[src/rtl/uart_pkg.sv]
// Shared UART definitions: frame state encodings, data width and line levels.
// Used by the transmitter, the receiver and the baud tick generator.
package uart_pkg;

  // Frame states; the receiver walks the same sequence.
  typedef enum logic [1:0] {
    IDLE  = 2'd0,
    START = 2'd1,
    DATA  = 2'd2,
    STOP  = 2'd3
  } uart_state_e;

  localparam int unsigned UART_DATA_BITS = 8;

  localparam logic UART_IDLE_LEVEL  = 1'b1;
  localparam logic UART_START_LEVEL = 1'b0;

  // Counter width able to hold 0..n-1, never narrower than one bit.
  function automatic int unsigned uart_cnt_width(input int unsigned n);
    return (n > 1) ? $clog2(n) : 1;
  endfunction

endpackage

[src/rtl/uart_baud_tick.sv]
// Bit-boundary tick generator.
// Ports:
//   i_CLK   - clock, rising edge
//   i_RST_N - asynchronous active-low reset
//   i_EN    - count while high; counter is held at 0 while low
//   o_TICK  - high on the last clock of each CLKS_PER_BIT-long bit period
module uart_baud_tick
  import uart_pkg::*;
#(
  parameter int unsigned CLKS_PER_BIT = 1
) (
  input  logic i_CLK,
  input  logic i_RST_N,
  input  logic i_EN,
  output logic o_TICK
);

  localparam int unsigned            CNT_W = uart_cnt_width(CLKS_PER_BIT);
  localparam logic [CNT_W-1:0]       LAST  = CNT_W'(CLKS_PER_BIT - 1);

  logic [CNT_W-1:0] cnt_q;
  logic [CNT_W-1:0] cnt_d;

  // Strobe is combinational so the consumer can act on the same edge the count wraps.
  assign o_TICK = i_EN && (cnt_q == LAST);

  // Count 0..CLKS_PER_BIT-1, reload on every boundary, hold 0 when disabled.
  always_comb begin
    cnt_d = cnt_q;
    if (!i_EN || (cnt_q == LAST)) begin
      cnt_d = '0;
    end else begin
      cnt_d = cnt_q + CNT_W'(1);
    end
  end

  always_ff @(posedge i_CLK or negedge i_RST_N) begin
    if (!i_RST_N) begin
      cnt_q <= '0;
    end else begin
      cnt_q <= cnt_d;
    end
  end

endmodule

[src/rtl/uart_transmitter.sv]
// UART transmitter: start bit, 8 data bits, STOP_BITS stop bits on an idle-high line.
// Ports:
//   i_CLK      - clock, rising edge
//   i_RST_N    - asynchronous active-low reset
//   i_TX_VALID - request to send i_DATA
//   i_DATA     - byte to send, captured only on acceptance
//   o_TX_READY - high in IDLE; accept when i_TX_VALID && o_TX_READY
//   o_TX       - registered serial line
//   o_TX_BUSY  - high from the cycle after acceptance through the last stop cycle
//   o_TX_DONE  - one-cycle pulse in the first IDLE cycle after STOP
module uart_transmitter
  import uart_pkg::*;
#(
  parameter int unsigned CLKS_PER_BIT = 1,
  parameter int unsigned STOP_BITS    = 1,
  parameter int unsigned MSB_FIRST    = 1
) (
  input  logic       i_CLK,
  input  logic       i_RST_N,
  input  logic       i_TX_VALID,
  input  logic [7:0] i_DATA,
  output logic       o_TX_READY,
  output logic       o_TX,
  output logic       o_TX_BUSY,
  output logic       o_TX_DONE
);

  localparam int unsigned         STOP_W    = 1;
  localparam logic [STOP_W-1:0]   STOP_LAST = STOP_W'(STOP_BITS - 1);
  localparam logic [2:0]          IDX_LAST  = 3'(UART_DATA_BITS - 1);
  localparam bit                  MSB       = (MSB_FIRST != 0);

  uart_state_e        state_q, state_d;
  logic [7:0]         shift_q, shift_d;
  logic [2:0]         bit_idx_q, bit_idx_d;
  logic [STOP_W-1:0]  stop_cnt_q, stop_cnt_d;
  logic               tx_q, tx_d;
  logic               ready_q, ready_d;
  logic               busy_q, busy_d;
  logic               done_q, done_d;

  logic               baud_tick;
  logic               next_bit;
  logic [7:0]         shift_adv;

  uart_baud_tick #(
    .CLKS_PER_BIT (CLKS_PER_BIT)
  ) u_baud_tick (
    .i_CLK   (i_CLK),
    .i_RST_N (i_RST_N),
    .i_EN    (state_q != IDLE),
    .o_TICK  (baud_tick)
  );

  // Bit presented next and the register after it has been consumed.
  assign next_bit  = MSB ? shift_q[7] : shift_q[0];
  assign shift_adv = MSB ? {shift_q[6:0], 1'b0} : {1'b0, shift_q[7:1]};

  // Next-state and registered-output logic.
  always_comb begin
    state_d    = state_q;
    shift_d    = shift_q;
    bit_idx_d  = bit_idx_q;
    stop_cnt_d = stop_cnt_q;
    tx_d       = tx_q;
    ready_d    = ready_q;
    busy_d     = busy_q;
    done_d     = 1'b0;

    case (state_q)
      IDLE: begin
        tx_d    = UART_IDLE_LEVEL;
        ready_d = 1'b1;
        busy_d  = 1'b0;
        if (i_TX_VALID && ready_q) begin
          state_d    = START;
          shift_d    = i_DATA;
          bit_idx_d  = '0;
          stop_cnt_d = '0;
          tx_d       = UART_START_LEVEL;
          ready_d    = 1'b0;
          busy_d     = 1'b1;
        end
      end

      START: begin
        if (baud_tick) begin
          state_d   = DATA;
          bit_idx_d = '0;
          tx_d      = next_bit;
          shift_d   = shift_adv;
        end
      end

      DATA: begin
        if (baud_tick) begin
          if (bit_idx_q == IDX_LAST) begin
            state_d    = STOP;
            stop_cnt_d = '0;
            tx_d       = UART_IDLE_LEVEL;
          end else begin
            bit_idx_d = bit_idx_q + 3'd1;
            tx_d      = next_bit;
            shift_d   = shift_adv;
          end
        end
      end

      STOP: begin
        tx_d = UART_IDLE_LEVEL;
        if (baud_tick) begin
          if (stop_cnt_q == STOP_LAST) begin
            state_d    = IDLE;
            stop_cnt_d = '0;
            bit_idx_d  = '0;
            ready_d    = 1'b1;
            busy_d     = 1'b0;
            done_d     = 1'b1;
          end else begin
            stop_cnt_d = stop_cnt_q + STOP_W'(1);
          end
        end
      end

      default: begin
        state_d    = IDLE;
        bit_idx_d  = '0;
        stop_cnt_d = '0;
        tx_d       = UART_IDLE_LEVEL;
        ready_d    = 1'b1;
        busy_d     = 1'b0;
      end
    endcase
  end

  // Reset drives the line idle immediately, truncating any frame in flight.
  always_ff @(posedge i_CLK or negedge i_RST_N) begin
    if (!i_RST_N) begin
      state_q    <= IDLE;
      shift_q    <= '0;
      bit_idx_q  <= '0;
      stop_cnt_q <= '0;
      tx_q       <= UART_IDLE_LEVEL;
      ready_q    <= 1'b1;
      busy_q     <= 1'b0;
      done_q     <= 1'b0;
    end else begin
      state_q    <= state_d;
      shift_q    <= shift_d;
      bit_idx_q  <= bit_idx_d;
      stop_cnt_q <= stop_cnt_d;
      tx_q       <= tx_d;
      ready_q    <= ready_d;
      busy_q     <= busy_d;
      done_q     <= done_d;
    end
  end

  assign o_TX       = tx_q;
  assign o_TX_READY = ready_q;
  assign o_TX_BUSY  = busy_q;
  assign o_TX_DONE  = done_q;

endmodule

[config.mk]
export PLATFORM = sky130hd
export DESIGN_NAME = uart_transmitter
export DESIGN_NICKNAME = d
export VERILOG_FILES = /design/src/rtl/uart_pkg.sv /design/src/rtl/uart_baud_tick.sv /design/src/rtl/uart_transmitter.sv
export SDC_FILE = /design/constraint.sdc
export NUM_CORES = 1
export LEC_CHECK = 0
export BUFFER_PORTS_ARGS = -buffer_cell sky130_fd_sc_hd__buf_2
export CAP_MARGIN = 20
export CORE_MARGIN = 4
export CORE_UTILIZATION = 41
export CTS_CLUSTER_SIZE = 10
export DETAILED_ROUTE_END_ITERATION = 16
export PLACE_DENSITY = 0.64
export SLEW_MARGIN = 15
export SYNTH_ARGS = -nofsm -noshare
export SYNTH_HDL_FRONTEND = slang
export SYNTH_SLANG_ARGS = --single-unit
[constraint.sdc]
create_clock -name i_CLK -period 3.3 [get_ports i_CLK]
set_clock_uncertainty 0.15 [all_clocks]
set_input_delay 0.495 -clock i_CLK [delete_from_list [all_inputs] [get_ports i_CLK]]
set_output_delay 0.495 -clock i_CLK [all_outputs]
set_load 0.03 [all_outputs]
==> results.tsv <==
metric	value	unit
grt met1 use	0.164	
Power Density	1080	nW/um^2
max-slew violation count	0	
DP Area	1130	sq um
outcome	complete, no violations	
Worst Path Max Fanout	14	
combinational fraction of design power	0.586	
Setup crit start kind	flop	
f_max	0.423	GHz
CP max-delay cell	ha_1	
Total GRT Usage	0.125	
sequential power share	0.303	
diode count	0	
Worst Max-Slew Pin Slew	0.572	ns
CP bufs+invs	1	
Initial Utilization	0.449	
Power Internal	764	uW
1st-iter DRT viols	20	
initial antenna violation count	0	
CTS Buf Count	3	
first-pass GRT wire length	3.31	mm
syn avg cell area	11.4	sq um
Rows	17	
hold_ws	0.339	ns
Mapped Cells	91	
post-route ant nets	0	
share of cells above drive strength 1	0.374	
Sw Ratio	0.399	
Worst Path Arrival	2.40	ns
DRC Markers	0	
Worst VDD drop	0.549	mV
die area	3410	sq um
Hold Fails Final Rpt	0	
crit-path leading delay family	adder cells	
kind of critical path	reg -> reg	
Clk Latency, worst-skew pair	0.30	ns
Worst EP required	3.34	ns
max-cap violations	0	
Finished Cell Area	1180	sq um
DIE HEIGHT	58.4	um
hold buffers post-CTS	1	
Period minus WS final	2.36	ns
Post-CTS Resized	0	
Sink Count	18	
TritonCTS clock tree	done	
Routed WL	1.85	mm
synth unique cells	30	
Hold Crit Class	in -> reg	
area of the mapped netlist	1040	sq um
Clock Tree Root	clkbuf_4	
H-tree depth	1	
crit path cell chain	inv_1 > ha_1 > nor2_1 > a32o_1 > o311ai_4 > mux2_2	
met3 usage	0.0417	
Final Util	0.508	
average wire per standard cell	13.7	um
Tcrit/Tclk final	0.716	
Reg clk slew, reported paths	0.12	ns
maximum clock path buffer count	2	
Vias/cell	5.36	
leakage	0.544	nW
sequential fraction of the synthesis area	0.435	
final net count	126	
gr ovfl total	0	
CP endpoint kind	flop	
total number of vias	724	
most frequent cells in the layout	16 x mux2_2, 16 x dfrtp_1, 14 x buf_2	
final setup vio count	0	
Die W	58.4	um
critical path's largest stage delay	0.52	ns
TNS Setup	0	ns
Synth Register Bits	18	
Syn-to-layout area delta	13.2	%
post-CTS setup buffer count	0	
gpl congestion	0.733	
Worst slew margin	0.619	
port bufs	14	
Clock Power Share	0.111	
Ys Warns	0	
syn nets	109	
pin count of the biggest net entering global routing	19	
io pins	15	
hpwl dp	1.36	mm
met2 Use GR	0.204	
core region area	2320	sq um
Pre-Repair DR Iteration Count	4	
number of global-route vias before repair	744	
switching pwr	508	uW
RSZ-0062 raised after global routing	no	
gr busiest metal	met2	
[flip-flops by register name, indices dropped and copies added, names as in the netlist]
register and flops:
state_q 2, o_TX_BUSY 1, shift_q 8, o_TX_READY 1
o_TX 1, o_TX_DONE 1, u_baud_tick.cnt_q 1, bit_idx_q 3
[worst register-to-register path: stages, from the launching register on]
cell      delay, ns
dfrtp_1        0.44
inv_1          0.10
ha_1           0.52
nor2_1         0.14
a32o_1         0.33
o311ai_4       0.18
mux2_2         0.40
[metal layers]
metal,part of all wire,up-vias
met5,0,-
met4,0.0070,0
li1,-,355
met1,0.48,349
met3,0.052,2
met2,0.46,18
[power by group through the flow]
| stage | clock [mW] | combinational, mW | sequential [mW] |
|---|---|---|---|
| floorplan | 0 | 0.587 | 0.416 |
| global placement | 0 | 0.729 | 0.384 |
| detailed placement | 0 | 0.754 | 0.392 |
| CTS | 0.147 | 0.754 | 0.386 |
| global route | 0.157 | 0.818 | 0.400 |
| finish | 0.142 | 0.745 | 0.385 |
[synth_stat cells]
master     n  area share
a21oi_1    3       0.014
a221oi_1   2       0.017
a22o_2     1      0.0096
a22oi_1    1      0.0072
a32o_1     1      0.0096
and3b_1    1      0.0084
buf_1      1      0.0036
buf_2      2      0.0096
conb_1     1      0.0036
dfrtp_1   16        0.38
dfstp_2    2       0.050
ha_1       7       0.084
inv_1      5       0.018
mux2_2    16        0.17
mux2i_1    1      0.0096
nand2_1    6       0.022
nand2b_1   1      0.0060
nand3_1    3       0.014
nand3b_1   1      0.0072
nor2_1     8       0.029
nor2b_1    1      0.0060
o211ai_1   1      0.0072
o211ai_2   1       0.012
o21a_1     1      0.0072
o21ai_0    3       0.014
o311ai_4   1       0.025
o31ai_4    1       0.020
o32a_1     1      0.0096
or2b_1     1      0.0072
or4b_1     1      0.0096
[final timing paths]
check	startpoint	endpoint	slack (ns)	cells past startpoint
setup / recovery	state_q[0]	shift_q[4]	0.94	6
hold / removal	i_TX_VALID	o_TX_BUSY	0.34	3
setup reg to reg	state_q[0]	shift_q[4]	0.94	6
hold reg to reg	shift_q[3]	shift_q[3]	0.36	1
max in group asynchronous	i_RST_N	o_TX	2.20	2
min in group asynchronous	i_RST_N	bit_idx_q[1]	0.49	2
[kinds of logic (layout without fill, tap and decap cells)]
| kind of cell | after synthesis | after routing | synth area share |
|---|---|---|---|
| fa+ha+maj | 7 | 7 | 0.0841 |
| other cells | 1 | 1 | 0.00360 |
| flops | 18 | 18 | 0.435 |
| mux | 17 | 17 | 0.183 |
| simple gates | 23 | 23 | 0.109 |
| buf+inv | 8 | 24 | 0.0312 |
| compound gates | 17 | 17 | 0.154 |
[final cells by class]
type | instances | area, sq um
clock buffer | 4 | 36.3
fill | 220 | 1140
inverter | 5 | 18.8
multi-input combinational | 65 | 556
sequential | 18 | 453
tap | 28 | 35.0
timing repair buffer | 15 | 80.1
[stage by stage]
step	setup slack (ns)	total power [mW]	instances
after CTS	0.949	1.29	135
after detailed placement	0.979	1.15	130
after floorplan	1.36	1.00	91
final	0.937	1.27	135
after global placement	1.06	1.11	130
after global routing	0.792	1.38	135
Note: power is estimated with default switching activity, not from simulation.
